### src/rtl/sram_array_1r1w_init.sv
// 1R1W synchronous SRAM array with per-lane write mask, optional write-to-read
// forwarding and a zero-fill sweep after reset.
//
// state    | meaning
// ---------+---------------------------------------------------------------
// ST_INIT  | zero-filling ram[init_cnt] each cycle (or one-cycle pass-through
//          | when INIT_ON_RESET=0); requests ignored
// ST_READY | sweep complete, reads and writes accepted
module sram_array_1r1w_init #(
  parameter int DATA_WIDTH    = 148,
  parameter int DEPTH         = 32,
  parameter int MASK_GRAN     = 74,
  parameter int BYPASS        = 1,
  parameter int INIT_ON_RESET = 1,
  localparam int ADDR_WIDTH   = (DEPTH > 2) ? $clog2(DEPTH) : 1,
  localparam int LANES        = DATA_WIDTH / MASK_GRAN
) (
  input  logic                  clock,
  input  logic                  reset_n,
  input  logic                  R0_en,
  input  logic [ADDR_WIDTH-1:0] R0_addr,
  output logic [DATA_WIDTH-1:0] R0_data,
  output logic                  R0_valid,
  input  logic                  W0_en,
  input  logic [ADDR_WIDTH-1:0] W0_addr,
  input  logic [LANES-1:0]      W0_mask,
  input  logic [DATA_WIDTH-1:0] W0_data,
  output logic                  init_done
);

  if ((DATA_WIDTH % MASK_GRAN) != 0 || DEPTH < 2) begin : g_bad_params
    $error("sram_array_1r1w_init: DATA_WIDTH must be a multiple of MASK_GRAN and DEPTH >= 2");
  end

  typedef enum logic {ST_INIT, ST_READY} state_t;

  localparam logic [ADDR_WIDTH-1:0] LAST_ADDR = ADDR_WIDTH'(DEPTH - 1);
  localparam logic [ADDR_WIDTH:0]   DEPTH_W   = (ADDR_WIDTH + 1)'(DEPTH);

  state_t                  state;
  logic [ADDR_WIDTH-1:0]   init_cnt;
  logic [DATA_WIDTH-1:0]   ram [DEPTH];
  logic                    ready;
  logic                    rd_in_range;
  logic                    wr_in_range;
  logic                    wr_ok;
  logic [DATA_WIDTH-1:0]   rd_word;

  assign ready       = (state == ST_READY);
  assign init_done   = ready;
  assign rd_in_range = ({1'b0, R0_addr} < DEPTH_W);
  assign wr_in_range = ({1'b0, W0_addr} < DEPTH_W);
  assign wr_ok       = ready && W0_en && wr_in_range;

  // Out-of-range reads return zeros; forwarding only ever applies to a live entry.
  always_comb begin
    rd_word = '0;
    if (rd_in_range) begin
      rd_word = ram[R0_addr];
      if (BYPASS != 0 && wr_ok && (W0_addr == R0_addr)) begin
        for (int i = 0; i < LANES; i++) begin
          if (W0_mask[i]) rd_word[i*MASK_GRAN +: MASK_GRAN] = W0_data[i*MASK_GRAN +: MASK_GRAN];
        end
      end
    end
  end

  always_ff @(posedge clock) begin
    if (!reset_n) begin
      state    <= ST_INIT;
      init_cnt <= '0;
      R0_data  <= '0;
      R0_valid <= 1'b0;
    end else begin
      R0_valid <= 1'b0;
      case (state)
        ST_INIT: begin
          if (INIT_ON_RESET == 0 || init_cnt == LAST_ADDR) state <= ST_READY;
          else init_cnt <= init_cnt + 1'b1;
        end
        ST_READY: begin
          if (R0_en) begin
            R0_data  <= rd_word;
            R0_valid <= 1'b1;
          end
        end
        default: state <= ST_INIT;
      endcase
    end
  end

  // Storage has no reset of its own; only the sweep clears it.
  always_ff @(posedge clock) begin
    if (reset_n) begin
      if (state == ST_INIT && INIT_ON_RESET != 0) begin
        ram[init_cnt] <= '0;
      end else if (wr_ok) begin
        for (int i = 0; i < LANES; i++) begin
          if (W0_mask[i]) ram[W0_addr][i*MASK_GRAN +: MASK_GRAN] <= W0_data[i*MASK_GRAN +: MASK_GRAN];
        end
      end
    end
  end

endmodule

### config.mk
export PLATFORM = sky130hd
export DESIGN_NAME = sram_array_1r1w_init
export DESIGN_NICKNAME = d
export VERILOG_FILES = /design/src/rtl/sram_array_1r1w_init.sv
export SDC_FILE = /design/constraint.sdc
export NUM_CORES = 2
export LEC_CHECK = 0
export BUFFER_PORTS_ARGS = -buffer_cell sky130_fd_sc_hd__buf_2
export CORE_ASPECT_RATIO = 0.8
export CORE_MARGIN = 2
export CORE_UTILIZATION = 30
export DETAILED_ROUTE_END_ITERATION = 10
export SETUP_SLACK_MARGIN = 0.5
export SLEW_MARGIN = 20
export SYNTH_ARGS = -nofsm -noshare
export SYNTH_HDL_FRONTEND = slang
export SYNTH_MEMORY_MAX_BITS = 65536
export SYNTH_SLANG_ARGS = --single-unit
### constraint.sdc
create_clock -name clock -period 13.52 [get_ports clock]
set_input_delay 0 -clock clock [delete_from_list [all_inputs] [get_ports clock]]
set_output_delay 0 -clock clock [all_outputs]
set_load 0.02 [all_outputs]
# Word-level counts from Yosys, hierarchy flattened
# Memories as Yosys holds them, arrays and structs flattened.
# Index checks and enable logic that the tools add are counted.
# classes
mux	22
eq_ne	2
n_addsub	1
bitwise	2
reduce_logical	6
# op_table
op	n
$mux W148	2
$mux W74	2
$reduce_or A148 Y1	1
$mux W1	16
$reduce_and A2 Y1	3
$add A5 B1 Y5 const B	1
$eq A5 B5 Y1	1
$eq A5 B5 Y1 const B	1
$mux W5	1
$logic_and A1 B1 Y1	2
$mux W2	1
$not A1 Y1	2
# word_totals
inputBits	164
out_inout_bits	150
ram_bits	4736
mem_count	1
elab_cells	38
regBits	155
# memory_table
name	depth	word_bits	rd	rd_ports_with_merged_regs	write_ports	line_no	rtl
ram	32	148	1	0	1	42	logic [DATA_WIDTH-1:0] ram [DEPTH];

# Depth between registers and ports, before layout
# depth
word_depth	7
ltp_mapped	9
mapped_depth_nobuf	7

# Worst setup path before layout
# OpenSTA, ideal clock, no wires.
# synth_path
path_type	reg2reg
from	register state, in the netlist init_done
to	memory ram[0][0], enable pin
stages_incl_launch_ff	6
synth_period_minus_slack_ps	5133
required_ps	13013
slack_ps	8387
t_arrival_ps	4626
setup_time_ps	507
path_cell_list	dfxtp_1 -> o2111a_1 -> buf_2 -> mux2i_1 -> nand2_1 -> nor2_1
# synth_via
elab_chain_cells	7
# synth_rtl
element	line_no	rtl
from (decl)	40	state_t state;
from (signal assigned)	70	state <= ST_INIT;
from (signal assigned)	78	if (INIT_ON_RESET == 0 || init_cnt == LAST_ADDR) state <= ST_READY;
from (signal assigned)	87	default: state <= ST_INIT;
$logic_and A1 B1 Y1	53	assign wr_ok = ready && W0_en && wr_in_range;
$mux W1	97	end else if (wr_ok) begin
$mux W1	95	if (state == ST_INIT && INIT_ON_RESET != 0) begin
$mux W1	94	if (reset_n) begin
$mux W1 (implied by the code)	99	if (W0_mask[i]) ram[W0_addr][i*MASK_GRAN +: MASK_GRAN] <= W0_data[i*MASK_GRAN +: MASK_GRAN];
$reduce_or A148 Y1 (no line)	-	
$mux W5 (no line) or $mux W2 (tied branches)	-	
to (decl)	42	
# Parallel ways exist; a longest one is shown, timed or not.

# Final worst setup path
# layout_path
from	register state, in the netlist init_done
to	memory ram[1][96], enable pin
# Same word-level chain as after synthesis.

==> summary.txt <==
Logic synthesis
  – Synth area leaders: edfxtp_1 76%, mux4_2 11%, mux2i_1 3.2%, dfxtp_1 1.7%, a221oi_1 1.4%
  – Top-area cell type share of the netlist area: 76.32%
  – Synth async-reset ratio: 0%
  – Syn_nets: 8,869
  – Gate Count Post-Synth: 8,703
  – Main synth FF type: edfxtp_1
  – Area leader, netlist: edfxtp_1
  – Part of the Yosys area used for sequential elements: 77.98%
  – Post-synth EDFFs: 4,736
  – YS warnings: 0
  – Synthesized cell area: 0.1863 mm²
  – Yosys reg bits: 4,891
  – Yosys cell types: 38
  – Synthesized area per cell: 21.41 µm²

Cells and area
  – Syn-to-layout area delta: 16.81%
  – Final nets: 9,800
  – Sequential Area: 0.1453 mm²
  – Area of the multi-input gates: 0.03890 mm²
  – Fillers: 56,940
  – Post-Layout Cell Count: 18,280
  – Layout cell share with drive strength beyond 1: 22.82%

Placed design
  – Placed insts: 16,930
  – Setup WS pre-CTS: 7.427 ns
  – I/O Buffers: 313
  – Hpwl dp: 277,900 µm
  – GPL Wtd Cong: 0.7701

Global routing
  – First-pass GRT wire length: 716,400 µm
  – GRT Total Usage: 15.57%
  – GRT overflow: 0
  – Largest net degree at the start of global routing: 118
  – Vias in the first global route: 94,250
  – Initial antenna violation count: 34

Power
  – Power share of the combinational group: 3.6%
  – PwrDens: 140.2 mW/mm²
  – Total chip power: 30,530 µW
  – Worst VDD drop: 0.1154 mV
  – Share of power burned in registers: 54.0%
  – NetSw: 6396 µW
  – Clock power frac: 42.3%
  – Leakage: 0.06529 µW
  – Sw frac: 20.95%
  – Cell internal pwr: 24,130 µW

Floorplanning
  – Core area: 0.6179 mm²
  – Die area: 0.6275 mm²
  – Die X: 885.2 µm
  – Num rows: 258
  – Die span in y: 708.9 µm
  – Effective utilization at floorplan: 30.16%
  – I/O pins: 314

STA
  – Max_slew headroom: 20.35%
  – Max Clk Rate: 176.7 MHz
  – Final hold slack: 0.06256 ns
  – Final worst slack: 7.862 ns
  – Minimum clock period: 5.658 ns
  – Setup_tns: 0 ns
  – Final setup fails: 0
  – Worst slew pin tran: 1.195 ns
  – Clock skew: 0.04886 ns
  – Fin. max-slew vios: 0
  – Fin. Hold Viols: 0
  – Final Cycle Share: 41.85%
  – RSZ-0062 raised after global routing: no

Hold path
  – End of the worst hold path: R0_data[68]$_SDFFE_PN0P_
  – Worst Hold Depth: 4
  – Hold wc startpoint: W0_data[68]
  – Worst min-delay path category: primary input to flop

Route
  – Initial DRC count: 10,620
  – Drt drc: 0
  – Via count: 94,430
  – DR WL/cell: 27.80 µm
  – Final ANT Viol Nets: 0
  – Initial DRT Pass Iterations: 6
  – Post-DR vias/cell: 5.167
  – Final wirelength: 508,000 µm

Critical path
  – R2r setup slk: 7.86 ns
  – RR Startpoint: init_done$_SDFF_PN0_
  – Startpoint Class: flop
  – Reg2reg end: ram[1][96]$_DFFE_PP_
  – Crit path DAT: 6.30 ns
  – Critical Path RT: 14.16 ns
  – Crit Path Class: flop to flop
  – CP max FO: 65
  – Critical Path End Type: flop
  – R2R depth: 8

Clock network
  – Clock Tree Buf Depth: 4
  – Sink Count: 4,891
  – Cts repair resizes: 0
  – CTS tree: built
  – Maximum level of the CTS H-tree: 5
  – Total CTS buffers: 480
  – Worst-skew pair later-pin latency: 1.02 ns
  – Root Buffer: clkbuf_16
  – Worst-path clk slew: 0.06 ns

Status
  – Status: complete, no violations

Flow run
  – Max Cap Viol: 0
-- area by class of cell --
cell class	instances	share of cell area (%)
clock inverter	290	1.042
multi-input combinational	3265	17.87
timing repair buffer	995	3.674
antenna	32	0.03679
tap	8190	4.708
sequential	4891	66.76
inverter	1	0.005173
clock buffer	614	5.901
-- metrics by stage --
stage          cell area (µm²)  utilization [%]
2_1_floorplan           186300                -
3_3_place_gp            198100            32.07
3_5_place_dp            198200            32.08
4_1_cts                 217400            35.19
5_1_grt                 217700            35.23
6_report                217700            35.23
-- cells in the final DEF (no fill, tap or decap), types with 251 or more instances in the layout --
cell type,instances
a221oi_1,296
buf_2,308
edfxtp_1,4736
clkbuf_16,488
dlygate4sd3_1,412
mux4_2,888
mux2i_1,595
o21ai_0,302
buf_4,251
o22ai_1,292
-- flip-flops by register name, indices dropped and copies added (netlist names) --
signal,count
ram,4736
R0_data,148
init_cnt,5
R0_valid,1
init_done,1
-- routing by layer --
layer	track usage, %	vias up	part of all wire [%]
li1	-	39060	-
met1	21.59	50990	42
met2	25.64	3664	48
met3	2.146	703	6.6
met4	4.582	12	3.0
met5	0	-	0.015
-- worst max path at each step --
stage / start / to / slack (ns) / cells after the start
finish: init_done$_SDFF_PN0_ / ram[1][96]$_DFFE_PP_ / 7.86 / 8
global route: init_done$_SDFF_PN0_ / ram[1][84]$_DFFE_PP_ / 7.63 / 8
CTS: init_done$_SDFF_PN0_ / ram[1][84]$_DFFE_PP_ / 7.77 / 8
detailed placement: reset_n / ram[1][74]$_DFFE_PP_ / 7.43 / 9
global placement: reset_n / ram[3][74]$_DFFE_PP_ / 7.46 / 9
floorplan: init_done$_SDFF_PN0_ / ram[0][0]$_DFFE_PP_ / 8.39 / 5
-- cell families (layout without fill, tap and decap cells) --
logic type / Yosys count / count (layout) / share of synthesized area [%]
adder cells (fa/ha/maj): 2 / 2 / 0.01343
AND/OR/NAND/NOR: 424 / 424 / 1.103
AO/OA/AOI/OAI: 1345 / 1345 / 5.412
other: 0 / 32 / 0
multiplexers: 1486 / 1486 / 13.95
buffers and inverters: 547 / 1900 / 1.505
flip-flops: 4891 / 4891 / 77.98
XOR/XNOR: 8 / 8 / 0.03760
-- power by group through the flow --
stage / clock network [µW] / registers [µW] / logic, µW
after CTS: 13100 / 16500 / 1130
after global placement: 0 / 16800 / 1050
after floorplan: 0 / 16800 / 689
final: 12900 / 16500 / 1110
after global routing: 13700 / 16500 / 1180
after detailed placement: 0 / 16800 / 1050
-- cells in the mapped netlist (all sizes together), types with 3 or more instances --
master,instances
mux2i,595
edfxtp,4736
o22ai,292
o2111a,149
mux2,3
nand3,6
mux4,888
clkbuf,265
nand4,3
o22a,148
dfxtp,155
nor2,68
buf,281
nand2b,8
nand2,175
xor2,6
a22oi,148
o21ai,302
nand3b,4
a221oi,296
and2,153
a21boi,4
-- critical path, cell delays in order, from the launching register on --
cell      delay, ns
dfxtp_1        0.36
o2111a_4       0.91
buf_4          0.92
nand2_1        0.10
o31ai_1        0.15
nand2_1        0.64
nor2_4         0.91
buf_4          0.58
buf_4          0.54
-- what timing repair did --
action,in CTS,in global routing
hold buffers,412,0
endpoints found under the hold margin,4829,0
setup buffers,0,0
(Power assumes the default switching activity.)
